File: src/rtl/led_sched_pkg.sv
// Shared constants for the LED pattern scheduler: FSM state encoding and the
// bit-rate divider for the 16.63 MHz internal oscillator setting.
package led_sched_pkg;

  localparam logic [1:0] ST_IDLE  = 2'd0;
  localparam logic [1:0] ST_GRANT = 2'd1;
  localparam logic [1:0] ST_PLAY  = 2'd2;
  localparam logic [1:0] ST_GAP   = 2'd3;

  // 16.63 MHz / 2078750 gives roughly 8 pattern bits per second.
  localparam int DEFAULT_TICK_DIV = 2078750;

endpackage

File: src/rtl/rr_arbiter.sv
// Combinational round-robin picker: the search starts at last_grant+1 and wraps,
// so the requester served most recently has the lowest priority.
module rr_arbiter #(
  parameter int NREQ = 4,
  localparam int IW = (NREQ > 1) ? $clog2(NREQ) : 1
) (
  input  logic [NREQ-1:0] req,
  input  logic [IW-1:0]   last_grant,
  output logic [IW-1:0]   winner,
  output logic            any
);

  logic [IW:0] idx;

  always_comb begin
    winner = '0;
    idx    = '0;
    any    = |req;
    // Walk from the farthest offset to the nearest so the nearest valid requester wins.
    for (int k = NREQ; k >= 1; k--) begin
      idx = {1'b0, last_grant} + (IW+1)'(k);
      if (idx >= (IW+1)'(NREQ)) idx = idx - (IW+1)'(NREQ);
      if (req[idx[IW-1:0]]) winner = idx[IW-1:0];
    end
  end

endmodule

File: src/rtl/led_pattern_scheduler.sv
// Round-robin scheduler that plays one requester's blink pattern at a time on
// the shared LED pin, MSB first, followed by a forced-low gap.
module led_pattern_scheduler
  import led_sched_pkg::*;
#(
  parameter int NREQ      = 4,
  parameter int PAT_W     = 8,
  parameter int TICK_DIV  = DEFAULT_TICK_DIV,
  parameter int GAP_TICKS = 2,
  localparam int IW = (NREQ > 1) ? $clog2(NREQ) : 1
) (
  input  logic                  clk,
  input  logic                  resetn,
  input  logic [NREQ-1:0]       req_valid,
  input  logic [NREQ*PAT_W-1:0] req_pattern,
  output logic [NREQ-1:0]       req_ready,
  output logic                  pin_out,
  output logic                  busy,
  output logic [IW-1:0]         grant_id,
  output logic                  done,
  output logic [1:0]            state
);

  localparam int TW   = (TICK_DIV > 1) ? $clog2(TICK_DIV) : 1;
  localparam int CMAX = (PAT_W > GAP_TICKS) ? PAT_W : GAP_TICKS;
  localparam int CW   = $clog2(CMAX + 1);
  localparam logic [TW-1:0] TICK_LAST = TW'(TICK_DIV - 1);
  localparam logic [CW-1:0] BIT_LAST  = CW'(PAT_W - 1);
  localparam logic [CW-1:0] GAP_LAST  = CW'((GAP_TICKS > 0) ? GAP_TICKS - 1 : 0);

  // Handshake: a pattern transfers on the single GRANT cycle in which
  // req_ready[grant_id] and req_valid[grant_id] are both high; valid may drop at any time before that.
  logic [IW-1:0]    last_grant, last_n, grant_n, arb_winner;
  logic             arb_any, tick_wrap, pin_n, busy_n, done_n;
  logic [1:0]       state_n;
  logic [PAT_W-1:0] shreg, shreg_n;
  logic [TW-1:0]    tick, tick_n;
  logic [CW-1:0]    cnt, cnt_n;
  logic [NREQ-1:0]  ready_n;
  logic [PAT_W-1:0] pats [NREQ];

  rr_arbiter #(.NREQ(NREQ)) u_arb (
    .req        (req_valid),
    .last_grant (last_grant),
    .winner     (arb_winner),
    .any        (arb_any)
  );

  always_comb begin
    for (int i = 0; i < NREQ; i++) pats[i] = req_pattern[i*PAT_W +: PAT_W];
  end

  always_comb begin
    state_n   = state;
    grant_n   = grant_id;
    last_n    = last_grant;
    shreg_n   = shreg;
    tick_n    = tick;
    cnt_n     = cnt;
    tick_wrap = (tick == TICK_LAST);
    case (state)
      ST_IDLE: begin
        if (arb_any) begin
          grant_n = arb_winner;
          state_n = ST_GRANT;
        end
      end
      ST_GRANT: begin
        if (req_valid[grant_id]) begin
          shreg_n = pats[grant_id];
          last_n  = grant_id;
          tick_n  = '0;
          cnt_n   = '0;
          state_n = ST_PLAY;
        end else begin
          state_n = ST_IDLE;
        end
      end
      ST_PLAY: begin
        tick_n = tick_wrap ? '0 : tick + 1'b1;
        if (tick_wrap) begin
          shreg_n = {shreg[PAT_W-2:0], 1'b0};
          cnt_n   = cnt + 1'b1;
          if (cnt == BIT_LAST) begin
            cnt_n   = '0;
            state_n = (GAP_TICKS == 0) ? ST_IDLE : ST_GAP;
          end
        end
      end
      default: begin
        tick_n = tick_wrap ? '0 : tick + 1'b1;
        if (tick_wrap) begin
          cnt_n = cnt + 1'b1;
          if (cnt == GAP_LAST) begin
            cnt_n   = '0;
            state_n = ST_IDLE;
          end
        end
      end
    endcase

    // Outputs are registered, so they are derived from the next-state values.
    ready_n = '0;
    if (state_n == ST_GRANT) ready_n[grant_n] = 1'b1;
    pin_n  = (state_n == ST_PLAY) && shreg_n[PAT_W-1];
    busy_n = (state_n != ST_IDLE);
    done_n = (tick_n == TICK_LAST) &&
             (((GAP_TICKS == 0) && (state_n == ST_PLAY) && (cnt_n == BIT_LAST)) ||
              ((GAP_TICKS != 0) && (state_n == ST_GAP)  && (cnt_n == GAP_LAST)));
  end

  always_ff @(posedge clk or negedge resetn) begin
    if (!resetn) begin
      state      <= ST_IDLE;
      grant_id   <= '0;
      last_grant <= IW'(NREQ - 1);
      shreg      <= '0;
      tick       <= '0;
      cnt        <= '0;
      req_ready  <= '0;
      pin_out    <= 1'b0;
      busy       <= 1'b0;
      done       <= 1'b0;
    end else begin
      state      <= state_n;
      grant_id   <= grant_n;
      last_grant <= last_n;
      shreg      <= shreg_n;
      tick       <= tick_n;
      cnt        <= cnt_n;
      req_ready  <= ready_n;
      pin_out    <= pin_n;
      busy       <= busy_n;
      done       <= done_n;
    end
  end

endmodule

File: config.mk
export PLATFORM = sky130hd
export DESIGN_NAME = led_pattern_scheduler
export DESIGN_NICKNAME = d
export VERILOG_FILES = /design/src/rtl/led_sched_pkg.sv /design/src/rtl/rr_arbiter.sv /design/src/rtl/led_pattern_scheduler.sv
export SDC_FILE = /design/constraint.sdc
export NUM_CORES = 1
export LEC_CHECK = 0
export ABC_AREA = 0
export BUFFER_PORTS_ARGS = -buffer_cell sky130_fd_sc_hd__buf_2
export CORE_ASPECT_RATIO = 1.5
export CORE_MARGIN = 2
export CORE_UTILIZATION = 40
export CTS_BUF_LIST = sky130_fd_sc_hd__clkbuf_8
export CTS_CLUSTER_DIAMETER = 80
export DETAILED_ROUTE_END_ITERATION = 16
export GPL_TIMING_DRIVEN = 0
export HOLD_SLACK_MARGIN = 0.1
export PLACE_DENSITY = 0.72
export SLEW_MARGIN = 20
export SYNTH_ARGS = -nofsm -noshare
export SYNTH_HDL_FRONTEND = slang
export SYNTH_SLANG_ARGS = --single-unit
export TNS_END_PERCENT = 1
File: constraint.sdc
create_clock -name clk -period 2.53 [get_ports clk]
set_input_delay 0.1265 -clock clk [delete_from_list [all_inputs] [get_ports clk]]
set_output_delay 0.1265 -clock clk [all_outputs]
set_load 0.1 [all_outputs]
# [After elaboration in Yosys (flattened, before gate mapping)]
# Index checks and enable logic that the tools add are counted.
# Widths: inputs -> output; s select.
[totals] register_bits=46 latch_bits=0 mem_bits_rw=0 romBits=0 in_bits=38 out_inout_bits=11 elab_cells=101 memories=0
[op_classes] addsub=10 n_mul=0 div=0 n_lt_le_gt_ge=12 eq_ne=12 shifts=0 muxes=45 bitwise_logic=1 reduce_logical=10
[ops] cell="$eq 21x21->1 const B" count=2
[ops] cell="$mux 21" count=2
[ops] cell="$pmux 21 s2" count=1
[ops] cell="$mux 2" count=16
[ops] cell="$mux 8" count=4
[ops] cell="$mux 4" count=6
[ops] cell="$add 21x1->21 const B" count=1
[ops] cell="$lt 2x3->1 const B" count=6
[ops] cell="$bmux 8 s2" count=1
[ops] cell="$pmux 8 s2" count=1
[ops] cell="$ge 3x3->1 const B" count=5
[ops] cell="$pmux 4 s3" count=1
[ops] cell="$bmux 1 s2" count=5
[ops] cell="$eq 4x1->1 const B" count=2
[ops] cell="$sub 2x1->2 const B" count=4
[ops] cell="$add 2x2->3 const B" count=2
[ops] cell="$eq 2x2->1 const B" count=3
[ops] cell="$mux 1" count=6
[ops] cell="$pmux 2 s3" count=1
[ops] cell="$add 4x1->4 const B" count=1
[ops] cell="$eq 2x1->1 const B" count=2
[ops] cell="$eq 4x3->1 const B" count=1
[ops] cell="$logic_and 1x1->1" count=4
[ops] cell="$ne 2x2->1 const B" count=2
[ops] cell="other kinds (10)" count=11

# [Longest topological paths before layout]
# Gate-level depths: netlist (run 1).
[depth] word_depth=16 ltp_mapped=11 depth_no_buf=9

# [Cells and area by module]
# Synthesis (run 1) repeated with hierarchy kept, for this count alone.
[unflattened] hier_cells=353 area_unflattened_um2=3164.3
[by_module_without_submodules] mod="led_pattern_scheduler" n_inst=1 cells_each=339 area_each_um2=3072.9 seq_area_each_um2=1153.6
[by_module_without_submodules] mod="rr_arbiter" n_inst=1 cells_each=14 area_each_um2=91.3 seq_area_each_um2=0.0

# [Least setup slack after synthesis (run 1)]
# Ideal clock, no wire load.
[synth_timing] path_kind="register to register" start="register state[1]" end="register done" setup_ns=0.095 t_arrival_ns=3.131 required_time_ns=2.435 path_slack_ns=-0.696 stages_incl_launch_ff=9 n_path_buf=0 synth_period_minus_slack_ns=3.226 cell_sequence="dfrtp_1 inv_1 ha_1 nor2_1 o21ai_2 o311ai_1 o2111ai_1 or4b_1 nor4b_2"
[synth_via] elab_cells_between_ends=16 cone_classes="eq/ne: 5; mux: 8; reduce/logical: 3"
[synth_rtl] element="from (decl)" line="led_pattern_scheduler.sv:21" source="output logic [1:0] state"
[synth_rtl] element="from (signal assigned)" line="led_pattern_scheduler.sv:125" source="state <= state_n;"
[synth_rtl] element="$eq 2x1->1 or $logic_not 2->1 (tied branches)" line="led_pattern_scheduler.sv:61" source="case (state)"
[synth_rtl] element="$pmux 21 s2 (*)" line="led_pattern_scheduler.sv:61"
[synth_rtl] element="net tick_n[2]" line="led_pattern_scheduler.sv:37" source="logic [TW-1:0] tick, tick_n;"
[synth_rtl] element="$eq 21x21->1 (*)" line="led_pattern_scheduler.sv:107" source="done_n = (tick_n == TICK_LAST) &&"
[synth_rtl] element="$logic_and 1x1->1 (*)" line="led_pattern_scheduler.sv:107"
[synth_rtl] element="net done_n" line="led_pattern_scheduler.sv:34" source="logic arb_any, tick_wrap, pin_n, busy_n, done_n;"
[synth_rtl] element="to (signal assigned)" line="led_pattern_scheduler.sv:134" source="done <= done_n;"
[synth_rtl] element="to (decl)" line="led_pattern_scheduler.sv:20" source="output logic done,"
# The timed path passes the listed nets; every way through them passes the cells marked *.
# A chain may end at the register's enable or synchronous reset.

# [Worst setup path in the final report (run 1)]
[layout_timing] start="register tick[1]" end="register done"
[layout_via] elab_chain_cells=6 elab_cells_between_ends=16 cone_classes="add/sub: 1; eq/ne: 4; mux: 9; reduce/logical: 2"
[layout_lines] element="from (decl)" line="led_pattern_scheduler.sv:37"
[layout_lines] element="from (signal assigned)" line="led_pattern_scheduler.sv:129" source="tick <= tick_n;"
[layout_lines] element="parallel branches: the longest is 5 deep, another holds $add 21x1->21"
[layout_lines] element="$logic_and 1x1->1 (*)" line="led_pattern_scheduler.sv:107"
[layout_lines] element="net done_n" line="led_pattern_scheduler.sv:34"
# Mark *: on every way through the listed nets, which the timed path passes.

==> impl_metrics.tcl, run 1 <==
set metrics [dict create \
    status "finished, violations left" \
    violations "negative setup slack" \
    crit_path_start_kind "flip-flop" \
    drc 0 \
    path_clk_slew_ps 100 \
    path_cells "inv_2 -> ha_4 -> nor4b_4 -> and4_1 -> buf_6 -> a211oi_2 -> o21ai_1 -> or3b_1 -> or4b_4 -> nor4b_4" \
    peakVddDrop_mv 0.258 \
    cp_slowest_cell "or4b_4" \
    dp_hpwl_mm 6.39 \
    layout-drive-gt1-share_pct 31.9 \
    synth-seq-cells 46 \
    clock_latency_ps 310 \
    wl_per_cell_um 16.9 \
    finalNetCount 469 \
    root_buffer "clkbuf_8" \
    core-area_mm2 0.00791 \
    ys_seq_area_share_pct 35.9 \
    die_height_um 114 \
    diodes 0 \
    synth_top_area_cell "dfrtp_1" \
    cts_tree "built" \
    tightest_slew_ps 635 \
    syn-cell-area_mm2 0.00321 \
    arrival_ps 3000 \
    maxCapViolCount 0 \
    cp_common_cell "nor4b_4" \
    areaGrowthSynthToFinish_pct 25.3 \
    synth_nets 401 \
    gp_congestion 0.935 \
    async_reset_ff_share_pct 100 \
    hp-class "in2reg" \
    crit_path_end_kind "flip-flop" \
    synth_cell_types 65 \
    overflow 0 \
    cts_made_buffers 5 \
    grt_pass1_vias 3140 \
    required_ps 2740 \
    grt_max_degree 47 \
    grt_util_all_layers_pct 20.8 \
    grt_pass1_wl_mm 14.9 \
    finalCritPeriodShare_pct 110 \
    cts_num_sinks 46 \
    yosysWarningCount 0 \
    cts.path.max_buffers 2 \
    p_leak_nw 1.75 \
    rows 40 \
    final_core_util_pct 50.9 \
    crit_fanout 7 \
    synth-edff-count 0 \
    holdWs_ps 231 \
    vias 3201 \
    ant_nets 0 \
    synthTopCellsByArea "dfrtp_1, mux4_2, nand2_1, o21ai_0, ha_1" \
    antenna_found_initial 0 \
    synthCells 354 \
    start_util_pct 40.6 \
    die_w_um 77.2 \
    drt_iter0_markers 214 \
    io_pins 49 \
    clock.fmax_mhz 359 \
    cts.htree.levels 2 \
    slowest_delay_ps 510 \
    critPathKind "reg2reg" \
    yosys.area.top_type_share_pct 34.3 \
    period_minus_slack_ps 2790 \
    powerDensity_mw_per_mm2 356 \
    setup_ws_ps -257 \
    wirelength_mm 8.95 \
    dr.pass1.iters 5 \
    slew_violations 0 \
    via_per_inst 6.06 \
    fin_skew_ps 12.3 \
    relSlewSlack_pct 57.7 \
    ys.flop_type "dfrtp_1" \
    setup_viol 1 \
    fp.dieArea_mm2 0.00878 \
    postSynthAreaPerCell_um2 9.08 \
    portBuffers 48 \
    hold_violations 0 \
    rsz0062_at_grt "yes" \
]
[placed cells by master (no fill, tap or decap), drive strengths merged, types with 4 or more instances in the layout]
cell type	n
a31oi	4
or2	4
ha	9
nor4b	4
clkbuf	17
o211ai	6
and4	5
and3	13
nor3	10
nor4	5
nand3	16
mux2i	4
inv	16
buf	71
o21ai	27
dfrtp	44
a21oi	22
nand4	9
nand4b	5
nand2	34
a22o	8
or4	4
mux4	9
nor2	20
[sequential cells by signal, summed over array words and instances (netlist names)]
signal / cells
busy: 1
req_ready: 4
pin_out: 1
grant_id: 2
last_grant: 2
tick: 21
done: 1
shreg: 8
state: 2
cnt: 4
[layer usage]
metal	track usage [%]	share of wire [%]	up-vias
met4	8.45	2.9	0
met2	40.0	55	143
met3	2.29	4.4	26
met5	0	0	-
li1	-	-	1476
met1	23.0	38	1556
[kinds of logic (layout without fill, tap and decap cells)]
logic type / count (synthesis) / count (layout) / share of synthesized area [%]
AO/OA/AOI/OAI: 98 / 98 / 20.3
adder cells (fa/ha/maj): 9 / 9 / 3.50
buffers and inverters: 38 / 107 / 4.83
flip-flops: 46 / 46 / 35.9
multiplexers: 14 / 14 / 7.90
AND/OR/NAND/NOR: 149 / 149 / 27.6
[power breakdown]
part,total [mW],internal [mW],switching (mW),leakage (nW)
registers,0.740,0.738,0.00192,0.562
logic,0.136,0.0648,0.0714,1.13
clock network,0.558,0.291,0.267,0.0556
[final timing paths]
kind | start | endpoint | slack (ps) | depth (start not counted)
hold / removal | req_valid[0] | last_grant[1]$_DFFE_PN1P_ | 230 | 4
setup / recovery | tick[1]$_DFF_PN0_ | done$_DFF_PN0_ | -260 | 10
max in group asynchronous | resetn | grant_id[0]$_DFF_PN0_ | 1710 | 2
min in group asynchronous | resetn | tick[4]$_DFF_PN0_ | 330 | 2
setup reg to reg | tick[1]$_DFF_PN0_ | done$_DFF_PN0_ | -260 | 10
hold reg to reg | shreg[0]$_DFFE_PN0P_ | shreg[0]$_DFFE_PN0P_ | 500 | 2
[timing repair]
action,4_1_cts,5_1_grt
setup endpoints to repair,14,8
gates resized for setup,38,4
buffers inserted,12,1
hold buffers,1,0
pin swaps,8,6
hold endpoints to repair,44,0
[cells in the mapped netlist (5+ instances only)]
| library cell | number |
|---|---|
| nand3_1 | 16 |
| buf_2 | 7 |
| mux4_2 | 9 |
| nand4b_1 | 5 |
| a22o_1 | 8 |
| nand2_1 | 34 |
| nor2_1 | 20 |
| a21oi_1 | 22 |
| dfrtp_1 | 44 |
| o211ai_1 | 5 |
| clkbuf_1 | 13 |
| and3_1 | 13 |
| nor3_1 | 8 |
| o21ai_0 | 24 |
| ha_1 | 9 |
| inv_1 | 15 |
| nand4_1 | 8 |
[cell type report]
class | instances | area, µm²
repair buffers | 62 | 350
fillers | 765 | 3880
clock inverters | 3 | 41.3
plain buffers | 22 | 133
flip-flops and latches | 46 | 1170
inverters | 15 | 56.3
multi-input cells | 270 | 2080
well taps | 105 | 131
clock buffers | 5 | 68.8
[worst max-delay path, delay by kind of cell, from the launching register on]
kind / cells / cell delay (ps)
simple gates: 5 / 1680
buf+inv: 2 / 220
fa+ha+maj: 1 / 140
flops: 1 / 420
compound gates: 2 / 220
[per-stage QoR]
| step | power (mW) | setup WS (ps) | setup TNS, ps | instance area (µm²) | cells |
|---|---|---|---|---|---|
| after global routing | 1.48 | -304 | -735 | 4030 | 528 |
| after floorplan | 0.833 | -149 | -149 | 3250 | 354 |
| after detailed placement | 0.889 | -661 | -3090 | 3630 | 507 |
| after global placement | 0.886 | -667 | -2520 | 3630 | 507 |
| after CTS | 1.44 | -165 | -165 | 4000 | 527 |
| final | 1.43 | -257 | -257 | 4030 | 528 |
Note: power is estimated with default switching activity, not from simulation.
==> run 2: changes to the inputs <==
--- a/config.mk
+++ b/config.mk
@@ -8,7 +8,6 @@
 export ABC_AREA = 0
 export BUFFER_PORTS_ARGS = -buffer_cell sky130_fd_sc_hd__buf_2
 export CORE_ASPECT_RATIO = 1.5
-export CORE_MARGIN = 2
 export CORE_UTILIZATION = 40
 export CTS_BUF_LIST = sky130_fd_sc_hd__clkbuf_8
 export CTS_CLUSTER_DIAMETER = 80
==> run 2 against run 1 <==
Against the previous run: the run still ends with negative setup slack left; critical endpoint unchanged; highest routed layer unchanged; sequential power is essentially flat; wire length grew 3.7%; via count grew 2.8%; global-route usage grew 2.8 points.
==> impl_metrics.tcl, run 2 (synthesized netlist as in run 1, its figures left out) <==
set metrics [dict create \
    cts_made_buffers 5 \
    regToRegStartpoint "tick[0]$_DFF_PN0_" \
    place_inst 504 \
    holdWs_ps 228 \
    die_height_um 112 \
    whs_endpoint "last_grant[1]$_DFFE_PN1P_" \
    antenna_found_initial 0 \
    dr.pass1.iters 6 \
    largest_reg_flops 21 \
    pre_cts_slack_ps -669 \
    crit_fanout 5 \
    finalNetCount 483 \
    final_cell_mix "buf_2, dfrtp_1, nand2_1" \
    dpl-instance-area_mm2 0.00362 \
    maxCapViolCount 0 \
    arrival_ps 2970 \
    grt_pass1_vias 3400 \
    period_minus_slack_ps 2760 \
    root_buffer "clkbuf_8" \
    dp_hpwl_mm 6.55 \
    wl_per_cell_um 17.2 \
    finalCritPeriodShare_pct 109 \
    areaGrowthSynthToFinish_pct 28.0 \
    hold_depth 4 \
    rsz0062_at_grt "yes" \
    fin_skew_ps 3.85 \
    relSlewSlack_pct 57.2 \
    largest_register "tick" \
    stdcell_count 539 \
    p_leak_nw 1.80 \
    diodes 0 \
    final_common_cell "buf_2" \
    design_area_mm2 0.00411 \
    status "finished, violations left" \
    worstSetupStartpoint "tick[0]$_DFF_PN0_" \
    rr_endpoint "done$_DFF_PN0_" \
    cts_num_sinks 46 \
    drc 0 \
    setup_ws_ps -226 \
    fp.dieArea_mm2 0.00841 \
    grt_util_all_layers_pct 23.6 \
    grt_pass1_wl_mm 15.5 \
    cts.path.max_buffers 2 \
    cts_tree "built" \
    path_clk_slew_ps 90 \
    setup_viol 1 \
    powerDensity_mw_per_mm2 324 \
    slew_violations 0 \
    overflow 0 \
    r2r_cells 10 \
    clock.fmax_mhz 363 \
    violations "negative setup slack" \
    hp-start "req_valid[0]" \
    die_w_um 75.2 \
    vias 3290 \
    hp-class "in2reg" \
    via_per_inst 6.10 \
    r2r_slack_ps -230 \
    wirelength_mm 9.28 \
    rows 39 \
    core-area_mm2 0.00771 \
    ant_nets 0 \
    peakVddDrop_mv 0.229 \
    io_pins 49 \
    drt_iter0_markers 238 \
    layout-drive-gt1-share_pct 34.3 \
    clock_latency_ps 300 \
    slowest_delay_ps 560 \
    portBuffers 48 \
    crit_path_end_kind "flip-flop" \
    hold_violations 0 \
    final.setup.tns_ps -226 \
    tightest_slew_ps 643 \
    crit_path_start_kind "flip-flop" \
    critPathKind "reg2reg" \
    required_ps 2740 \
    path_cells "ha_4 -> nor4b_4 -> nand4_2 -> buf_4 -> o21ai_4 -> buf_4 -> o311ai_2 -> o2111ai_2 -> or4b_4 -> nor4b_4" \
    reg_top3 "tick x21, shreg x8" \
    grt_max_degree 47 \
    start_util_pct 41.7 \
    cts.htree.levels 2 \
    gp_congestion 0.970 \
    cp_slowest_cell "or4b_4" \
]
[run 2: through the flow]
stage / power, mW / util [%]
floorplan: 0.833 / -
CTS: 1.35 / 52.8
detailed placement: 0.892 / 47.0
global placement: 0.886 / 47.0
finish: 1.33 / 53.4
global route: 1.39 / 53.4
[run 2: layout make-up]
cell class / instances / area [µm²]
Timing Repair Buffer: 76 / 472
Clock buffer: 5 / 68.8
Clock inverter: 3 / 18.8
Sequential cell: 46 / 1170
Inverter: 15 / 56.3
Tap cell: 102 / 128
Buffer: 22 / 135
Fill cell: 710 / 3600
Multi-Input combinational cell: 270 / 2070
[run 2: worst max-delay path: cells and delay by family (launching register included)]
family / cells / cell delay, ps
simple gates: 4 / 1050
compound gates: 3 / 670
flops: 1 / 470
buf+inv: 2 / 300
fa+ha+maj: 1 / 180
[run 2: worst max path at each step]
stage                          end  cells after the start
floorplan           done$_DFF_PN0_                      8
global placement    done$_DFF_PN0_                      9
detailed placement  done$_DFF_PN0_                      9
CTS                 done$_DFF_PN0_                     10
global route        done$_DFF_PN0_                     10
finish              done$_DFF_PN0_                     10
[run 2: per-layer routing]
metal | vias to the layer above | part of all wire, % | GRT usage [%]
met1 | 1585 | 37 | 26.3
met2 | 157 | 54 | 43.1
met3 | 43 | 4.6 | 2.99
li1 | 1505 | - | -
met4 | 0 | 4.7 | 10.7
met5 | - | 0 | 0
[run 2: power breakdown]
group / internal, mW / leakage, nW / switching (mW)
Clock: 0.191 / 0.0416 / 0.265
Sequential: 0.738 / 0.561 / 0.00184
Combinational: 0.0640 / 1.19 / 0.0731
[run 2: what timing repair did]
action                                  CTS  global route
hold buffers                              1             0
gates resized for setup                  36             6
endpoints found under the setup margin   13             5
pin swaps                                15             5
hold endpoints to repair                 44             0
buffers inserted                         26             1
